<file path="config.mk">
export PLATFORM = sky130hd
export DESIGN_NAME = dm_hart_ctrl
export DESIGN_NICKNAME = d
export VERILOG_FILES = /design/src/rtl/dm_hart_ctrl_pkg.sv /design/src/rtl/dm_hart_ctrl_timer.sv /design/src/rtl/dm_hart_ctrl.sv
export SDC_FILE = /design/constraint.sdc
export NUM_CORES = 1
export LEC_CHECK = 0
export CAP_MARGIN = 20
export CORE_ASPECT_RATIO = 2
export CORE_UTILIZATION = 40
export CTS_CLUSTER_DIAMETER = 150
export CTS_CLUSTER_SIZE = 28
export DETAILED_ROUTE_END_ITERATION = 8
export PLACE_DENSITY = 0.86
export SLEW_MARGIN = 10
export SYNTH_ARGS = -nofsm -noshare
export SYNTH_HDL_FRONTEND = slang
export SYNTH_SLANG_ARGS = --single-unit
</file>
<file path="constraint.sdc">
create_clock -name clk_i -period 2.22 [get_ports clk_i]
set_clock_uncertainty 0.1 [all_clocks]
set_input_delay 0.444 -clock clk_i [delete_from_list [all_inputs] [get_ports clk_i]]
set_output_delay 0.444 -clock clk_i [all_outputs]
set_load 0.005 [all_outputs]
</file>
<file path="src/rtl/dm_hart_ctrl_pkg.sv">
// Shared types and constants for the debug-module HART sequencer.
package dm_hart_ctrl_pkg;

  typedef enum logic [2:0] {
    OP_HALT   = 3'd0,
    OP_RESUME = 3'd1,
    OP_READ   = 3'd2,
    OP_WRITE  = 3'd3,
    OP_STEP   = 3'd4
  } op_e;

  typedef enum logic [3:0] {
    S_IDLE,
    S_HALT_WAIT,
    S_REG_ACC,
    S_STEP_RD,
    S_STEP_SET,
    S_STEP_WAIT,
    S_STEP_CLR,
    S_RESUME_WAIT,
    S_RESP
  } state_e;

  localparam logic [2:0] ERR_NONE          = 3'd0;
  localparam logic [2:0] ERR_NOT_SUPPORTED = 3'd2;
  localparam logic [2:0] ERR_HALT_RESUME   = 3'd4;

  localparam logic [15:0] DCSR_ADDR     = 16'h07B0;
  localparam int          DCSR_STEP_BIT = 2;

endpackage

</file>
<file path="src/rtl/dm_hart_ctrl_timer.sv">
// Wait watchdog: counts cycles while enabled, flags expiry on the LIMIT-th cycle.
module dm_hart_ctrl_timer #(
  parameter int LIMIT = 1024
) (
  input  logic clk_i,
  input  logic reset_i,
  input  logic clear_i,
  input  logic enable_i,
  output logic expired_o
);

  localparam int CW = (LIMIT > 2) ? $clog2(LIMIT) : 1;

  logic [CW-1:0] count_reg;

  always_ff @(posedge clk_i or negedge reset_i) begin
    if (!reset_i) begin
      count_reg <= '0;
    end else if (clear_i) begin
      count_reg <= '0;
    end else if (enable_i && !expired_o) begin
      count_reg <= count_reg + CW'(1);
    end
  end

  assign expired_o = enable_i && (count_reg == CW'(LIMIT - 1));

endmodule

</file>
<file path="src/rtl/dm_hart_ctrl.sv">
// Abstract-command sequencer driving the HART halt/register/step/resume handshakes.
// Optional watchdog on HART waits: define DM_HART_CTRL_TIMEOUT_EN.
module dm_hart_ctrl
  import dm_hart_ctrl_pkg::*;
#(
  parameter int TIMEOUT_CYCLES = 1024
) (
  input  logic        clk_i,
  input  logic        reset_i,
  input  logic        cmd_valid_i,
  output logic        cmd_ready_o,
  input  logic [2:0]  cmd_op_i,
  input  logic [15:0] cmd_addr_i,
  input  logic [31:0] cmd_wdata_i,
  output logic        rsp_valid_o,
  output logic [31:0] rsp_data_o,
  output logic [2:0]  rsp_err_o,
  output logic        halted_o,
  output logic        busy_o,
  output logic        hart_halt_req_o,
  output logic        hart_rd_wr_en_o,
  output logic        hart_rd_wr_o,
  output logic [15:0] hart_addr_o,
  output logic [31:0] hart_wdata_o,
  input  logic [31:0] hart_rdata_i,
  input  logic        hart_halt_ack_i,
  input  logic        hart_resume_ack_i,
  input  logic        hart_stepping_i
);

  if (TIMEOUT_CYCLES < 2) begin : g_bad_timeout
    $error("dm_hart_ctrl: TIMEOUT_CYCLES must be at least 2");
  end

  state_e      state_reg, state_next;
  logic        halted_reg, halted_next;
  logic [2:0]  op_reg, op_next;
  logic [31:0] wdata_reg, wdata_next;
  logic [31:0] shadow_reg, shadow_next;
  logic [31:0] rsp_data_reg, rsp_data_next;
  logic [2:0]  rsp_err_reg, rsp_err_next;
  logic        step_to_reg, step_to_next;
  logic        respond;
  logic [2:0]  resp_err;
  logic [31:0] resp_data;
  logic        timer_expired;

`ifdef DM_HART_CTRL_TIMEOUT_EN
  logic wait_state;
  assign wait_state = (state_reg == S_HALT_WAIT) || (state_reg == S_STEP_WAIT) ||
                      (state_reg == S_RESUME_WAIT);

  dm_hart_ctrl_timer #(.LIMIT(TIMEOUT_CYCLES)) u_timer (
    .clk_i     (clk_i),
    .reset_i   (reset_i),
    .clear_i   (!wait_state),
    .enable_i  (wait_state),
    .expired_o (timer_expired)
  );
`else
  assign timer_expired = 1'b0;
`endif

  always_ff @(posedge clk_i or negedge reset_i) begin
    if (!reset_i) begin
      state_reg    <= S_IDLE;
      halted_reg   <= 1'b0;
      op_reg       <= '0;
      wdata_reg    <= '0;
      shadow_reg   <= '0;
      rsp_data_reg <= '0;
      rsp_err_reg  <= ERR_NONE;
      step_to_reg  <= 1'b0;
    end else begin
      state_reg    <= state_next;
      halted_reg   <= halted_next;
      op_reg       <= op_next;
      wdata_reg    <= wdata_next;
      shadow_reg   <= shadow_next;
      rsp_data_reg <= rsp_data_next;
      rsp_err_reg  <= rsp_err_next;
      step_to_reg  <= step_to_next;
    end
  end

  always_comb begin
    state_next    = state_reg;
    halted_next   = halted_reg;
    op_next       = op_reg;
    wdata_next    = wdata_reg;
    shadow_next   = shadow_reg;
    rsp_data_next = rsp_data_reg;
    rsp_err_next  = rsp_err_reg;
    step_to_next  = step_to_reg;
    respond       = 1'b0;
    resp_err      = ERR_NONE;
    resp_data     = '0;
    case (state_reg)
      S_IDLE: begin
        if (cmd_valid_i) begin
          op_next      = cmd_op_i;
          wdata_next   = cmd_wdata_i;
          step_to_next = 1'b0;
          case (cmd_op_i)
            OP_HALT: begin
              if (halted_reg) respond = 1'b1;
              else            state_next = S_HALT_WAIT;
            end
            OP_RESUME: begin
              if (!halted_reg) begin
                respond  = 1'b1;
                resp_err = ERR_HALT_RESUME;
              end else begin
                state_next = S_RESUME_WAIT;
              end
            end
            OP_READ, OP_WRITE: begin
              if (!halted_reg) begin
                respond  = 1'b1;
                resp_err = ERR_HALT_RESUME;
              end else if (cmd_addr_i != DCSR_ADDR) begin
                respond  = 1'b1;
                resp_err = ERR_NOT_SUPPORTED;
              end else begin
                state_next = S_REG_ACC;
              end
            end
            OP_STEP: begin
              if (!halted_reg) begin
                respond  = 1'b1;
                resp_err = ERR_HALT_RESUME;
              end else begin
                state_next = S_STEP_RD;
              end
            end
            default: begin
              respond  = 1'b1;
              resp_err = ERR_NOT_SUPPORTED;
            end
          endcase
        end
      end
      S_HALT_WAIT: begin
        if (hart_halt_ack_i) begin
          halted_next = 1'b1;
          respond     = 1'b1;
        end else if (timer_expired) begin
          respond  = 1'b1;
          resp_err = ERR_HALT_RESUME;
        end
      end
      S_REG_ACC: begin
        respond = 1'b1;
        if (op_reg == OP_READ) resp_data = hart_rdata_i;
      end
      S_STEP_RD: begin
        shadow_next = hart_rdata_i;
        state_next  = S_STEP_SET;
      end
      S_STEP_SET: state_next = S_STEP_WAIT;
      S_STEP_WAIT: begin
        // A step timeout still runs STEP_CLR so the HART is not left single-stepping.
        if (hart_stepping_i) begin
          state_next = S_STEP_CLR;
        end else if (timer_expired) begin
          step_to_next = 1'b1;
          state_next   = S_STEP_CLR;
        end
      end
      S_STEP_CLR: begin
        respond  = 1'b1;
        resp_err = step_to_reg ? ERR_HALT_RESUME : ERR_NONE;
      end
      S_RESUME_WAIT: begin
        if (hart_resume_ack_i) begin
          halted_next = 1'b0;
          respond     = 1'b1;
        end else if (timer_expired) begin
          respond  = 1'b1;
          resp_err = ERR_HALT_RESUME;
        end
      end
      S_RESP:  state_next = S_IDLE;
      default: state_next = S_IDLE;
    endcase
    if (respond) begin
      state_next    = S_RESP;
      rsp_err_next  = resp_err;
      rsp_data_next = resp_data;
    end
  end

  always_comb begin
    hart_rd_wr_en_o = 1'b0;
    hart_rd_wr_o    = 1'b0;
    hart_addr_o     = '0;
    hart_wdata_o    = '0;
    case (state_reg)
      S_REG_ACC: begin
        hart_rd_wr_en_o = 1'b1;
        hart_addr_o     = DCSR_ADDR;
        if (op_reg == OP_WRITE) begin
          hart_rd_wr_o = 1'b1;
          hart_wdata_o = wdata_reg;
        end
      end
      S_STEP_RD: begin
        hart_rd_wr_en_o = 1'b1;
        hart_addr_o     = DCSR_ADDR;
      end
      S_STEP_SET: begin
        hart_rd_wr_en_o = 1'b1;
        hart_rd_wr_o    = 1'b1;
        hart_addr_o     = DCSR_ADDR;
        hart_wdata_o    = shadow_reg | (32'd1 << DCSR_STEP_BIT);
      end
      S_STEP_CLR: begin
        hart_rd_wr_en_o = 1'b1;
        hart_rd_wr_o    = 1'b1;
        hart_addr_o     = DCSR_ADDR;
        hart_wdata_o    = shadow_reg & ~(32'd1 << DCSR_STEP_BIT);
      end
      default: ;
    endcase
  end

  assign cmd_ready_o     = (state_reg == S_IDLE);
  assign busy_o          = (state_reg != S_IDLE);
  assign rsp_valid_o     = (state_reg == S_RESP);
  assign rsp_data_o      = rsp_data_reg;
  assign rsp_err_o       = rsp_err_reg;
  assign halted_o        = halted_reg;
  assign hart_halt_req_o = (state_reg == S_HALT_WAIT) ||
                           (halted_reg && (state_reg != S_RESUME_WAIT));

endmodule

</file>
==> results by group, run 1 <==
Worst hold path
  • WHS Path Cells: 1
  • Worst Hold Launch: rsp_data_o[22]
  • Min-Delay Endpoint: rsp_data_o[22]
  • Class of the worst hold path: reg2reg

Synthesis
  • Synthesis-stage register bit count: 105
  • Top FF cell, synth: dfrtp_1
  • Yosys top cell by area: dfrtp_1
  • Synth area leaders: dfrtp_1 (56%), mux2_2 (16%), a22o_1 (12%), buf_4 (2.7%), buf_2 (1.1%)
  • Synth Warn #: 0
  • Share of flip-flops with an asynchronous set or reset: 1.000
  • Avg Inst Size Synth: 13.23 um^2
  • Post-Syn Instances: 356
  • Count of cell types in the netlist: 43
  • Syn Std Cell Area: 4710 um^2
  • Sequential share of the synthesized area: 0.5579
  • Top cell type's share of synthesized area: 0.5579
  • Post-synth EDFFs: 0

Route
  • Post-DR vias/cell: 5.452
  • DRC: 0
  • Final WL: 14260 um
  • Router iterations before antenna repair: 4
  • Antenna viol nets, final: 0
  • Initial detailed-routing violation count: 181
  • Wirelength per Cell: 20.14 um
  • Via count: 3860

Clock tree
  • CTS HTree Levels: 3
  • Num CTS Buffers: 9
  • Max clock buf depth: 2
  • Worst-path clk slew: 70 ps
  • Skew-Pair Late Insertion Delay: 340 ps
  • Clock Root Buffer: clkbuf_16
  • CTS tree: built
  • Clock Sinks: 105

Die
  • Row Count: 55
  • Initial Util: 0.4148
  • # IOs: 179
  • Die span in x: 78.73 um
  • Die area: 12240 um^2
  • Core Area: 11350 um^2
  • Vert. Die Dim: 155.5 um

Cells and area
  • # fillers: 866
  • Synth-to-Final Area Change: 50.77%
  • # diodes: 0
  • Commonest non-fill, non-tap cell in the layout: clkdlybuf4s50_1
  • Net count reported at finish: 650
  • Share of layout cells above drive strength 1: 0.3463
  • Most frequent cells in the layout: clkdlybuf4s50_1 (122), dfrtp_1 (104), mux2_2 (66), a22o_1 (64), buf_4 (42)
  • Post-Layout Cell Count: 708

Global route
  • Initial antenna violation count: 0
  • Vias in the first global route: 4269
  • Pin count of the biggest net entering global routing: 49
  • First-pass GRT wire length: 22320 um
  • Total gr overflow: 0
  • Total track usage: 0.2459

Placement
  • Pre-CTS WS: -628.2 ps
  • Port-buffer cells: 167
  • Gp weighted congestion: 0.8778
  • DP Cell Count: 669
  • Post-DP HPWL: 10260 um

Worst setup path
  • WP data required: 1680 ps
  • Worst setup EP type: primary output
  • Class of the most critical setup path: reg2out
  • Reg-to-Reg Start: state_reg[2]
  • CP arrival: 2290 ps
  • R2R cell count: 8
  • Worst-path fanout max: 8
  • Worst reg2reg setup slack: 60 ps
  • Type of origin of the critical path: flip-flop
  • End of the worst register-to-register path: rsp_data_o[5]

Timing
  • Min Tclk post-route: 2838 ps
  • Count of final hold-check violations: 0
  • Final WS setup: -618.2 ps
  • TNS Setup: -17720 ps
  • Min Hold Slack: 404.3 ps
  • Fin crit share: 1.278
  • Setup violators final: 33
  • RSZ-0062 raised after global routing: true
  • Fmax: 0.3523 GHz
  • Max-slew violations: 0

Outcome
  • Failing checks: negative setup slack
  • Outcome: finished with violations

Pwr
  • LEAKAGE: 3.248 nW
  • Worst VDD drop: 0.7321 mV
  • Power Density: 1095 nW/um^2
  • Power Total: 7.773 mW

Flow run
  • Max cap viols: 0
## synthesized netlist by cell type, drive strengths merged (2+ instances only)
cell type	count
a21oi	2
a22o	64
a31oi	3
buf	31
clkbuf	12
dfrtp	105
inv	5
mux2	66
mux2i	2
nand2	7
nand2b	4
nand3	2
nor2	8
nor2b	4
nor3	6
nor4	4
nor4b	5
nor4bb	2
o21ai	5
## per-stage QoR
step / utilization / cell area (um^2)
final: 0.6253 / 7101
after global routing: 0.6253 / 7101
after CTS: 0.6290 / 7142
after detailed placement: 0.5890 / 6688
after global placement: 0.5890 / 6688
after floorplan: - / 4760
## repair_timing
action | in CTS | in global routing
resized for setup | 183 | 5
pin swaps | 24 | 19
endpoints found under the hold margin | 31 | 0
setup buffers | 21 | 1
gates cloned | 3 | 0
hold buffers | 1 | 0
setup endpoints to repair | 77 | 40
## metal layers
metal  vias up  global-route usage  wire [um]
li1       1707                   -          -
met1      1927              0.2478       4701
met2       183              0.4542       8158
met3        43             0.04692        740
met4         0              0.1473        661
met5         -                   0          0
## worst max path at each step
| stage | startpoint | end | slack [ps] | cells after the start |
|---|---|---|---|---|
| after detailed placement | op_reg[2] | hart_wdata_o[3] | -630 | 5 |
| after CTS | state_reg[1] | hart_wdata_o[12] | -610 | 9 |
| after floorplan | state_reg[0] | hart_wdata_o[10] | -20 | 4 |
| after global routing | op_reg[2] | hart_wdata_o[0] | -700 | 7 |
| final | op_reg[2] | hart_wdata_o[31] | -620 | 7 |
| after global placement | op_reg[2] | hart_wdata_o[0] | -560 | 5 |
## worst max-delay path, cell delays in order, from the launching register on
cell,delay [ps]
dfrtp_1,400
or4b_4,560
nor4b_4,300
buf_6,170
buf_12,120
buf_8,120
a22o_1,170
buf_2,130
## area by class of cell
cell class,instances,area [um^2],area share
flip-flops and latches,105,2629,0.3702
well taps,142,177.7,0.02502
clock inverters,7,71.32,0.01004
repair buffers,227,2077,0.2925
clock buffers,9,225.2,0.03172
multi-input cells,213,1902,0.2678
inverters,5,18.77,0.002643
## logic make-up after synthesis
family          Yosys count  share of synthesized area
compound gates           85                     0.1501
xor+xnor                  2                   0.003720
buf+inv                  48                    0.06084
flops                   105                     0.5579
mux                      68                     0.1621
other cells               1                  0.0007963
simple gates             47                    0.06456
## report_power, final
group	leakage, nW	internal [mW]	switching (mW)
Sequential	1.34	2.64	0.460
Combinational	1.77	1.81	1.31
Clock	0.139	0.793	0.765
No activity file was read; power rests on OpenSTA's default activity.
==> inputs of run 2 (changes only) <==
--- a/config.mk
+++ b/config.mk
@@ -7,11 +7,13 @@
 export LEC_CHECK = 0
 export CAP_MARGIN = 20
 export CORE_ASPECT_RATIO = 2
+export CORE_MARGIN = 2
 export CORE_UTILIZATION = 40
 export CTS_CLUSTER_DIAMETER = 150
 export CTS_CLUSTER_SIZE = 28
 export DETAILED_ROUTE_END_ITERATION = 8
 export PLACE_DENSITY = 0.86
+export REMOVE_ABC_BUFFERS = 1
 export SLEW_MARGIN = 10
 export SYNTH_ARGS = -nofsm -noshare
 export SYNTH_HDL_FRONTEND = slang
==> run 2 against run 1 <==
The flow still finishes with violations (negative setup slack); largest cell class unchanged; worst setup slack lost 12 ps; worst hold slack got worse by 350 ps; combinational power up 45%; critical path type unchanged; critical endpoint is now hart_wdata_o[21]; die area is 3.9% higher; clock power is 6% lower; via count rose by 7.2%; final cell count is 3.8% higher; first-iteration DRC count rose by 40%.
==> results by group, run 2 (same netlist as run 1, synthesis figures left out) <==
Outcome
  • Outcome: finished with violations
  • Failing checks: negative setup slack

Timing
  • Final WS setup: -629.8 ps (-11.62 ps)
  • RSZ-0062 raised after global routing: true
  • Fmax: 0.3509 GHz (-0.41%)
  • Rel. slew slack: 0.6115
  • Setup violators final: 148 (+350%)
  • TNS Setup: -53740 ps (-36020 ps)
  • Count of final hold-check violations: 0 (unchanged)
  • Worst-Margin Slew: 582.7 ps
  • Fin crit share: 1.284 (+0.005233)
  • Max-slew violations: 0 (unchanged)
  • Min Tclk post-route: 2850 ps (+11.62 ps)

Placement
  • Pre-CTS WS: -616.0 ps (+12.17 ps)
  • Gp weighted congestion: 0.8571 (-2.4%)
  • Post-DP HPWL: 9996 um (-2.6%)
  • Port-buffer cells: 167 (unchanged)

Clock tree
  • Num CTS Buffers: 9 (unchanged)
  • Skew-Pair Late Insertion Delay: 330 ps (about the same)
  • Worst-path clk slew: 70 ps (about the same)
  • Clock Sinks: 105 (unchanged)
  • Post-CTS Hold Fix Bufs: 0 (-1)
  • CTS tree: built
  • Max clock buf depth: 2 (unchanged)
  • Clock Root Buffer: clkbuf_16
  • CTS HTree Levels: 3 (unchanged)

Cells and area
  • Most frequent cells in the layout: clkdlybuf4s50_1 (122), dfrtp_1 (103), a22o_1 (64), buf_6 (38)
  • Share of layout cells above drive strength 1: 0.4143 (+0.06797)
  • # fillers: 823 (-5.0%)
  • Net count reported at finish: 673 (+3.5%)
  • Commonest non-fill, non-tap cell in the layout: clkdlybuf4s50_1
  • Synth-to-Final Area Change: 66.47%

Global route
  • First-pass GRT wire length: 23470 um (+5.2%)
  • Total track usage: 0.2496 (+0.003666)
  • Initial antenna violation count: 1 (+1)
  • Pin count of the biggest net entering global routing: 106 (+120%)
  • Vias in the first global route: 4406 (+3.2%)
  • Total gr overflow: 0 (unchanged)

Worst setup path
  • Crit-path most repeated cell: buf_6
  • Worst-path fanout max: 5 (-3)
  • Max incr delay on CP: 580 ps (+20 ps)
  • End of the worst register-to-register path: rsp_data_o[6]
  • Worst setup EP type: primary output
  • Crit path to: hart_wdata_o[21]
  • Worst reg2reg setup slack: -590 ps (-650 ps)
  • Worst-path cell chain: or4b_4 > nor4b_4 > buf_6 > buf_12 > buf_8 > buf_6 > a22o_1 > buf_2
  • Class of the most critical setup path: reg2out
  • Type of origin of the critical path: flip-flop
  • R2R cell count: 15 (+7)
  • CP Launch Point: op_reg[2]
  • Crit path max-delay cell type: or4b_4
  • CP arrival: 2310 ps (+20 ps)
  • Reg-to-Reg Start: state_reg[0]
  • WP data required: 1680 ps (about the same)

Route
  • Wirelength per Cell: 23.96 um (+19%)
  • Initial detailed-routing violation count: 254 (+40%)
  • Post-DR vias/cell: 5.630 (+3.3%)
  • Router iterations before antenna repair: 5 (+1)
  • DRC: 0 (unchanged)
  • Antenna viol nets, final: 0 (unchanged)
  • Via count: 4138 (+7.2%)
  • Final WL: 17610 um (+23%)

Die
  • Initial Util: 0.4049 (-0.009860)
  • # IOs: 179 (unchanged)
  • Core Area: 11630 um^2 (+2.4%)
  • Die area: 12710 um^2 (+3.9%)
  • Row Count: 56 (+1.8%)
  • Vert. Die Dim: 157.5 um (+1.3%)
  • Die span in x: 80.73 um (+2.5%)

Pwr
  • Worst VDD drop: 0.7247 mV (-1.0%)
  • Power Density: 1165 nW/um^2 (+6.5%)
  • LEAKAGE: 3.565 nW (+9.8%)

Worst hold path
  • Class of the worst hold path: in2async

Flow run
  • Max cap viols: 0 (unchanged)
==> run 2: changes by cell type in the layout (fill, tap and decap cells not counted), sizes merged <==
cell and delta:
dlygate4sd2 -6, clkbuf +5, dlygate4sd3 -1, buf +27, inv -1, clkdlybuf4s15 -1
diode +1
==> run 2: repair_timing <==
action	in CTS	in global routing
setup endpoints to repair	65	148
gates resized for setup	234	88
hold endpoints to repair	0	0
buffers inserted	30	13
pin swaps	48	35
gates cloned	8	8
==> run 2: area by class of cell <==
| type | instances | area (um^2) | area share |
|---|---|---|---|
| sequential | 105 | 2630 | 0.3355 |
| timing repair buffer | 250 | 2572 | 0.3281 |
| multi-input combinational | 213 | 2163 | 0.2759 |
| clock buffer | 10 | 229.0 | 0.02921 |
| tap | 145 | 181.4 | 0.02314 |
| clock inverter | 6 | 42.54 | 0.005426 |
| inverter | 5 | 18.77 | 0.002394 |
| antenna | 1 | 2.502 | 0.0003192 |
==> run 2: worst min path at each step <==
stage	from	end	slack, ps	depth (start not counted)
2_1_floorplan	reset_i	halted_o	50	0
3_3_place_gp	op_reg[1]	op_reg[1]	380	1
3_5_place_dp	rsp_err_o[2]	rsp_err_o[2]	390	1
4_1_cts	reset_i	wdata_reg[14]	90	2
5_1_grt	reset_i	wdata_reg[14]	90	2
6_report	reset_i	wdata_reg[14]	50	2
==> run 2: worst max-delay path: cells and delay by family (launching register included) <==
family	cells	cell delay [ps]
flip-flops	1	410
AND/OR/NAND/NOR	2	840
AO/OA/AOI/OAI	1	110
buffers and inverters	5	610
==> run 2: metrics by stage <==
| step | utilization | area (um^2) | power [mW] | instances | hold slack, ps |
|---|---|---|---|---|---|
| detailed placement | 0.5736 | 6671 | 6.171 | 670 | 391.6 |
| global route | 0.6741 | 7840 | 9.545 | 735 | 87.09 |
| CTS | 0.6350 | 7386 | 8.397 | 724 | 92.86 |
| global placement | 0.5736 | 6671 | 6.014 | 670 | 379.2 |
| floorplan | - | 4479 | 4.458 | 323 | 48.41 |
| finish | 0.6741 | 7840 | 9.137 | 735 | 50.87 |
==> run 2: layer usage <==
metal / part of all wire / wire length, um / up-vias / GRT usage
met2: 0.56 / 9912 / 209 / 0.4456
met3: 0.044 / 775 / 64 / 0.04415
li1: - / - / 1756 / -
met4: 0.060 / 1065 / 0 / 0.1751
met5: 0 / 0 / - / 0
met1: 0.33 / 5855 / 2109 / 0.2549
==> run 2: power breakdown <==
part           switching [mW]  total, mW  leakage [nW]  internal, mW
clock network           0.704       1.47         0.129         0.766
registers               0.514       3.15          1.33          2.64
logic                    1.80       4.51          2.10          2.72
==> inputs of run 3 (changes only) <==
--- a/config.mk
+++ b/config.mk
@@ -9,10 +9,11 @@
 export CORE_ASPECT_RATIO = 2
 export CORE_MARGIN = 2
 export CORE_UTILIZATION = 40
+export CTS_BUF_LIST = sky130_fd_sc_hd__clkbuf_4 sky130_fd_sc_hd__clkbuf_8
 export CTS_CLUSTER_DIAMETER = 150
 export CTS_CLUSTER_SIZE = 28
 export DETAILED_ROUTE_END_ITERATION = 8
-export PLACE_DENSITY = 0.86
+export PLACE_DENSITY = 0.78
 export REMOVE_ABC_BUFFERS = 1
 export SLEW_MARGIN = 10
 export SYNTH_ARGS = -nofsm -noshare
==> constraint.sdc (replaced) <==
create_clock -name clk_i -period 3.1 [get_ports clk_i]
set_clock_uncertainty 0.1 [all_clocks]
set_input_delay 0.62 -clock clk_i [delete_from_list [all_inputs] [get_ports clk_i]]
set_output_delay 0.62 -clock clk_i [all_outputs]
set_load 0.005 [all_outputs]
==> run 3 against run 2 <==
The flow now finishes without violations; count of clock-buffer cells in the layout grew 1; design area shrank 14%; via count shrank 11%; largest cell class unchanged; largest power group is now sequential cells.
==> results by group, run 3 (same netlist as run 1, synthesis figures left out) <==
Outcome
  • Outcome: completed

Die
  • Core Area: 11630 um^2 (unchanged)
  • Row Count: 56 (unchanged)
  • Vert. Die Dim: 157.5 um (unchanged)
  • # IOs: 179 (unchanged)
  • Initial Util: 0.4049 (unchanged)
  • Die span in x: 80.73 um (unchanged)
  • Die area: 12710 um^2 (unchanged)

Pwr
  • LEAKAGE: 3.067 nW (-14%)
  • Switching power: 1.680 mW (-44%)
  • Register share of total power: 0.447 (+0.102)
  • Gate power share: 0.385 (-0.109)
  • Power Density: 747.8 nW/um^2 (-36%)
  • Worst VDD drop: 0.4349 mV (-40%)
  • Switching Fraction: 0.3331 (+0.003282)
  • Clock network power share: 0.168 (+0.007)
  • P_int: 3.363 mW (-45%)

Route
  • Wirelength per Cell: 19.87 um (-17%)
  • Antenna viol nets, final: 0 (unchanged)
  • Router iterations before antenna repair: 4 (-1)
  • DRC: 0 (unchanged)
  • Initial detailed-routing violation count: 129 (-49%)
  • Via count: 3686 (-11%)
  • Post-DR vias/cell: 5.405 (-4.0%)
  • Final WL: 13550 um (-23%)

Timing
  • Count of final hold-check violations: 0 (unchanged)
  • Fmax: 0.3257 GHz
  • Min Hold Slack: 184.8 ps (+133.9 ps)
  • Worst-Margin Slew: 716.9 ps (+134.1 ps)
  • Rel. slew slack: 0.5221 (-0.08943)
  • Min Tclk post-route: 3070 ps
  • Max-slew violations: 0 (unchanged)
  • Final WS setup: 30.00 ps (+659.8 ps)
  • RSZ-0062 raised after global routing: true
  • Fin crit share: 0.9903
  • Setup violators final: 0 (-100%)

Global route
  • Initial antenna violation count: 0 (-1)
  • Vias in the first global route: 3884 (-12%)
  • Met2 usage: 0.3929 (-0.05278)
  • Met3 Usage GRT: 0.03899 (-0.005161)
  • Pin count of the biggest net entering global routing: 56 (-47%)
  • GRT busiest layer: met2
  • Total gr overflow: 0 (unchanged)
  • First-pass GRT wire length: 20790 um (-11%)
  • Total track usage: 0.2203 (-0.02927)
  • Met1 Usage GRT: 0.2299 (-0.02504)

Worst setup path
  • Crit path max-delay cell type: or4b_4
  • Max incr delay on CP: 560 ps (-20 ps)
  • Worst-path cell chain: or4b_4 > nor4b_4 > buf_6 > buf_4 > buf_6 > buf_4 > buf_4 > a22o_1 > buf_2
  • Type of origin of the critical path: flip-flop
  • Class of the most critical setup path: reg2out
  • Reg-to-Reg Start: state_reg[2]
  • End of the worst register-to-register path: rsp_data_o[7]
  • CP arrival: 2350 ps (+40 ps)
  • WP buf/inv: 6 (+1)
  • Worst-path fanout max: 4 (-1)
  • Cell family with most CP delay: simple AND/OR/NAND/NOR gates
  • Crit-path most repeated cell: buf_4
  • Worst reg2reg setup slack: 600 ps (+1190 ps)
  • R2R cell count: 6 (-9)
  • Worst setup EP type: primary output
  • WP data required: 2380 ps (+700 ps)

Cells and area
  • Most frequent cells in the layout: clkdlybuf4s50_1 (133), dfrtp_1 (104), mux2_2 (66), a22o_1 (64), buf_4 (25)
  • # diodes: 0 (-1)
  • Net count reported at finish: 621 (-7.7%)
  • Share of layout cells above drive strength 1: 0.2588 (-0.1554)
  • Commonest non-fill, non-tap cell in the layout: clkdlybuf4s50_1
  • Synth-to-Final Area Change: 43.20%

Clock tree
  • Post-CTS Hold Fix Bufs: 0 (unchanged)
  • CTS tree: built
  • Clock Sinks: 105 (unchanged)
  • Clock Root Buffer: clkbuf_8
  • Num CTS Buffers: 9 (unchanged)
  • Worst-path clk slew: 110 ps (+40 ps)
  • Skew-Pair Late Insertion Delay: 370 ps (+40 ps)
  • Max clock buf depth: 2 (unchanged)
  • CTS HTree Levels: 3 (unchanged)

Flow run
  • Max cap viols: 0 (unchanged)

Worst hold path
  • Class of the worst hold path: in2async

Placement
  • Port-buffer cells: 167 (unchanged)
  • Pre-CTS WS: 6.906 ps (+622.9 ps)
  • Post-DP HPWL: 9924 um (-0.72%)
  • Gp weighted congestion: 0.8670 (+1.2%)
[run 3: cell count changes in the layout (fill, tap and decap cells not counted), sizes merged]
cell	change
buf	-88
clkbuf	+7
clkdlybuf4s15	+1
clkdlybuf4s50	+11
clkinv	-1
clkinvlp	-1
diode	-1
dlygate4sd2	+16
dlymetal6s2s	+2
inv	+1
[run 3: power by group through the flow]
stage          Clock (mW)  Combinational [mW]  Sequential, mW
2_1_floorplan           0                1.03            2.17
3_3_place_gp            0                1.93            2.25
3_5_place_dp            0                2.00            2.28
4_1_cts             0.864                1.96            2.25
5_1_grt             0.913                2.12            2.31
6_report            0.846                1.94            2.25
[run 3: metal layers]
metal,share of wire,vias up
met5,0,-
met4,0.061,0
met3,0.044,46
met2,0.55,139
met1,0.35,1855
li1,-,1646
[run 3: what timing repair did]
item,in CTS,in global routing
gates cloned,1,0
pin swaps,5,2
endpoints found under the setup margin,33,20
setup buffers,9,4
endpoints found under the hold margin,0,0
resized for setup,45,29
[run 3: metrics by stage]
step / utilization / total power [mW] / TNS, ps / instance area [um^2] / std cells
CTS: 0.5808 / 5.075 / -290.1 / 6755 / 679
floorplan: - / 3.192 / -42070 / 4479 / 323
finish: 0.5798 / 5.043 / 0 / 6744 / 682
global placement: 0.5605 / 4.182 / 0 / 6519 / 653
global route: 0.5798 / 5.343 / -141.2 / 6744 / 682
detailed placement: 0.5605 / 4.279 / 0 / 6519 / 653
[run 3: how the worst max path moves through the flow]
stage | from | cells after the start | end
floorplan | state_reg[2] | 2 | hart_wdata_o[0]
global placement | state_reg[1] | 6 | hart_wdata_o[25]
detailed placement | state_reg[1] | 6 | hart_wdata_o[13]
CTS | op_reg[2] | 6 | hart_wdata_o[22]
global route | op_reg[2] | 9 | hart_wdata_o[28]
finish | op_reg[2] | 9 | hart_wdata_o[16]
[run 3: layout make-up]
class                   instances  area (um^2)
clock inverters                 5        45.04
clock buffers                  11        151.4
flip-flops and latches        105         2629
inverters                       5        18.77
well taps                     145        181.4
fillers                      1013         4887
repair buffers                198         1852
multi-input cells             213         1867
[run 3: worst reg2reg max path: cells and delay by family, from the launching register on]
kind,cells,cell delay [ps]
simple gates,3,900
compound gates,2,610
flops,1,590
buf+inv,1,210
==> RTL edit 1: new RTL, config.mk and constraints of run 2 <==
Build with the macro `DM_HART_CTRL_TIMEOUT_EN` defined.
--- a/src/rtl/dm_hart_ctrl.sv
+++ b/src/rtl/dm_hart_ctrl.sv
@@ -1,5 +1,7 @@
 // Abstract-command sequencer driving the HART halt/register/step/resume handshakes.
 // Optional watchdog on HART waits: define DM_HART_CTRL_TIMEOUT_EN.
+`define DM_HART_CTRL_TIMEOUT_EN
+
 module dm_hart_ctrl
   import dm_hart_ctrl_pkg::*;
 #(
Formal check against the unedited RTL: no difference found for any inputs over 10 cycles, from zero or initial values and one cycle with reset_i low; that may be too few to reach the edited logic, so the function may still have changed.
==> RTL edit 1 against run 2 <==
The run still ends with setup timing left. Count of clock-buffer cells in the layout rose by 9. Synthesized area grew 12%. Synthesized cell count is 39% higher. Sequential cell count up 11. Power rose by 5.6%. Worst setup slack improved by 360 ps. Wire length fell by 1.2%. Design area is 3.3% higher. Largest power group unchanged.
==> RTL edit 1: results (changes against run 2) <==
Run status
  – Status: finished, violations left (unchanged)
  – Failing checks: setup timing (unchanged)

Finish
  – Count of non-CTS buffers in the layout: 230 (was 250)
  – Layout fillers: 989 (was 823)
  – Final non-clock buffer share: 26.7% (was 32.8%)
  – Reg area: 2900 µm² (was 2630 µm²)
  – Antenna fix cells: 0 (was 1)
  – Area delta synth->final: 53.5% (was 66.5%)
  – ClkCell Share: 7.72% (was 3.46%)
  – Nets: 796 (was 673)

Synth
  – Sequential area share after synthesis: 55.0% (was 55.8%)
  – Post-synthesis cell type count: 49 (was 43)

Setup path
  – Critical path's largest stage delay: 380 ps (was 580 ps)
  – R2R depth: 8 (was 15)
  – FF-to-FF End: rsp_err_o[2] (was rsp_data_o[6])
  – CP startpoint: state_reg[1] (was op_reg[2])

GRT
  – Antenna violations before repair: 0 (was 1)
  – Pin count of the biggest net entering global routing: 45 (was 106)
  – Vias in the first global route: 5372 (was 4406)

Worst hold path
  – Worst hold path type: reg -> reg (was in -> async)

Power
  – Internal: 6.47 mW (was 6.12 mW)
  – VDD IR max: 0.730 mV (was 0.725 mV)
  – LEAKAGE: 3.85 nW (was 3.56 nW)

Placement
  – Post-DP Area: 7300 µm² (was 6670 µm²)
  – RePlAce Congestion: 0.904 (was 0.857)
  – DP HPWL: 11700 µm (was 10000 µm)

STA
  – Setup slack after layout: -273 ps (was -630 ps)
  – Final setup viols: 70 (was 148)
  – Worst rel slew slack: 48.0% (was 61.2%)

Detailed routing
  – Via-to-Cell Ratio: 5.55 (was 5.63)
  – DR iter-0 viols: 302 (was 254)
  – Final WL: 17400 µm (was 17600 µm)

Clock network
  – CTS Hold Bufs: 1 (was 0)
  – Post-CTS Setup Inserts: 9 (was 30)
  – Worst-Skew Late Latency: 400 ps (was 330 ps)
[RTL edit 1: changes by cell type after synthesis, moves of 3 or more]
cell             run 2  this run
and3_1               0         3
o21a_1               0         4
a21oi_1              2         6
mux2_2              66        31
nand4_1              0         4
buf_2               10         2
clkbuf_1            12        20
buf_1                0         5
nor2_1               8        26
nand2_1              7       113
dfrtp_1            105       116
nand3_1              2         6
inv_1                4         8
[RTL edit 1: metal layers]
| metal | GRT usage [%] | wire, µm | vias up |
|---|---|---|---|
| met3 | 4.26 | 907 | 49 |
| met1 | 25.4 | 5960 | 2416 |
| met5 | 0 | 0 | - |
| li1 | - | - | 2125 |
| met2 | 44.7 | 9700 | 243 |
| met4 | 15.7 | 841 | 0 |
[RTL edit 1: critical path: cells and delay by family, from the launching register on]
family / cells / cell delay (ps)
AOI/OAI and AO/OA: 1 / 160
buffers and inverters: 5 / 520
DFF: 1 / 380
and+or+nand+nor: 3 / 470
[RTL edit 1: cells by family after synthesis]
group           synth area share [%]
other cells                   0.0711
xor+xnor                       0.830
buf+inv                         5.81
simple gates                    15.6
fa+ha+maj                      0.237
compound gates                  15.4
mux                             6.99
flops                           55.0
[RTL edit 1: stage by stage]
step                hold slack, ps  cells  util [%]  setup slack (ps)  TNS (ps)
detailed placement             366    820      56.5              -284    -15830
global placement               354    820      56.5              -206    -11940
finish                         371    871      62.7              -273     -9510
global route                   411    871      62.7              -367    -15420
floorplan                     48.4    457         -             -1150    -77120
CTS                            380    865      62.1              -304     -7630
[RTL edit 1: power by group through the flow]
stage / logic [mW] / registers [mW] / clock network (mW)
final: 3.49 / 3.29 / 2.87
after detailed placement: 3.17 / 3.29 / 0
after CTS: 3.21 / 3.28 / 2.89
after global placement: 3.06 / 3.23 / 0
after floorplan: 1.42 / 3.23 / 0
after global routing: 3.76 / 3.37 / 3.00
==> RTL edit 2: new RTL, settings of run 2 <==
Made on the original files. `wdata_reg` and `rsp_data_reg` no longer have a reset.
--- a/src/rtl/dm_hart_ctrl.sv
+++ b/src/rtl/dm_hart_ctrl.sv
@@ -66,21 +66,22 @@
       state_reg    <= S_IDLE;
       halted_reg   <= 1'b0;
       op_reg       <= '0;
-      wdata_reg    <= '0;
       shadow_reg   <= '0;
-      rsp_data_reg <= '0;
       rsp_err_reg  <= ERR_NONE;
       step_to_reg  <= 1'b0;
     end else begin
       state_reg    <= state_next;
       halted_reg   <= halted_next;
       op_reg       <= op_next;
-      wdata_reg    <= wdata_next;
       shadow_reg   <= shadow_next;
-      rsp_data_reg <= rsp_data_next;
       rsp_err_reg  <= rsp_err_next;
       step_to_reg  <= step_to_next;
     end
+  end
+
+  always_ff @(posedge clk_i) begin
+    wdata_reg    <= wdata_next;
+    rsp_data_reg <= rsp_data_next;
   end
 
   always_comb begin
Check against the original RTL: differs if reset_i is asserted again (counterexample within 10 cycles, from zero or initial values and one cycle with reset_i low); with reset_i held inactive, the same outputs for 10 cycles.
==> RTL edit 2 against run 2 <==
The run still ends with setup timing left. Fmax is 17% higher. Via count is 18% lower. Design area is 10% lower. Cell count is 9.3% lower. Power is 16% lower. Count of clock-buffer cells in the layout is 2 higher. Wire length is 30% lower. Die area is 3.7% lower. Synthesized area is 3.9% lower. Register-to-register slack better by 750 ps. Worst setup slack better by 420 ps. Sequential cell count stayed put. Synthesized cell count is 13% lower. Largest cell class unchanged. Largest power group is now sequential cells.
==> RTL edit 2: results (changes against run 2) <==
Clock network
  – CTS-repair resized insts: 164 (was 234)

Setup path
  – Crit-path slowest cell: dfrtp_1 (was or4b_4)
  – R2r setup slk: 160 ps (was -590 ps)
  – WP data arrival: 1890 ps (was 2310 ps)
  – R2R depth: 7 (was 15)
  – Critical path's largest stage delay: 380 ps (was 580 ps)

STA
  – Setup slack after layout: -212 ps (was -630 ps)
  – Final setup viols: 33 (was 148)

GRT
  – GRT Total Usage: 20.3% (was 25.0%)
  – Antenna violations before repair: 0 (was 1)
  – First-pass GRT wire length: 18800 µm (was 23500 µm)
  – Vias in the first global route: 3505 (was 4406)

Power
  – LEAKAGE: 3.04 nW (was 3.56 nW)
  – VDD IR max: 0.653 mV (was 0.725 mV)
  – Power per cell area: 1100 nW/µm² (was 1170 nW/µm²)
  – Reg power frac: 42.6% (was 34.5%)

Synth
  – Ranking of synthesized cells by area: edfxtp_1 42%, dfrtp_1 23%, mux2_2 8.0% (was dfrtp_1 56%, mux2_2 16%, a22o_1 12%)
  – Post-synth top cells: 64 x edfxtp_1, 41 x dfrtp_1, 32 x and2_1, 32 x mux2_2, 31 x a22o_1 (was 105 x dfrtp_1, 66 x mux2_2, 64 x a22o_1)
  – Post-synthesis cell type count: 44 (was 43)
  – Cell taking the most area after synthesis: edfxtp_1 (was dfrtp_1)
  – EDFF count, synth: 64 (was 0)
  – Sequential area share after synthesis: 65.1% (was 55.8%)
  – Syn Area/Cell: 14.6 µm² (was 13.2 µm²)

Finish
  – Footprint of the multi-input gates: 1450 µm² (was 2160 µm²)
  – Clk_buf instances: 12 (was 10)
  – Count of non-CTS buffers in the layout: 225 (was 250)
  – Antenna fix cells: 0 (was 1)

Run status
  – Failing checks: setup timing (unchanged)
  – Status: finished, violations left (unchanged)

Detailed routing
  – Final WL: 12300 µm (was 17600 µm)
  – DRT Pass-1 Iters: 4 (was 5)

Placement
  – Post-placement cell count: 621 (was 670)
  – DP HPWL: 8320 µm (was 10000 µm)
  – RePlAce Congestion: 0.787 (was 0.857)

Floorplanning
  – Core Box Area: 11100 µm² (was 11600 µm²)
-- RTL edit 2: cell count changes after synthesis, sizes merged, moves of 3 or more --
cell | run 2 | this run
dfrtp | 105 | 41
edfxtp | 0 | 64
a22o | 64 | 31
mux2 | 66 | 34
and2 | 1 | 32
clkbuf | 12 | 6
nor2b | 4 | 1
or2 | 1 | 4
-- RTL edit 2: cells by family (layout without fill, tap and decap cells) --
| group | count (synthesis) | after routing | synth area share [%] |
|---|---|---|---|
| other | 1 | 11 | 0.0828 |
| DFF | 105 | 105 | 65.1 |
| muxes | 35 | 35 | 8.76 |
| and+or+nand+nor | 74 | 74 | 11.2 |
| buffers and inverters | 42 | 247 | 5.53 |
| xor gates and xnor gates | 2 | 2 | 0.387 |
| AOI/OAI and AO/OA | 51 | 51 | 8.87 |
-- RTL edit 2: layer usage --
metal	vias to the layer above	GRT usage, %	part of all wire, %
met5	-	0	0
met4	0	5.34	2.0
met3	19	6.42	9.3
met2	181	34.9	52
met1	1671	24.3	37
li1	1539	-	-
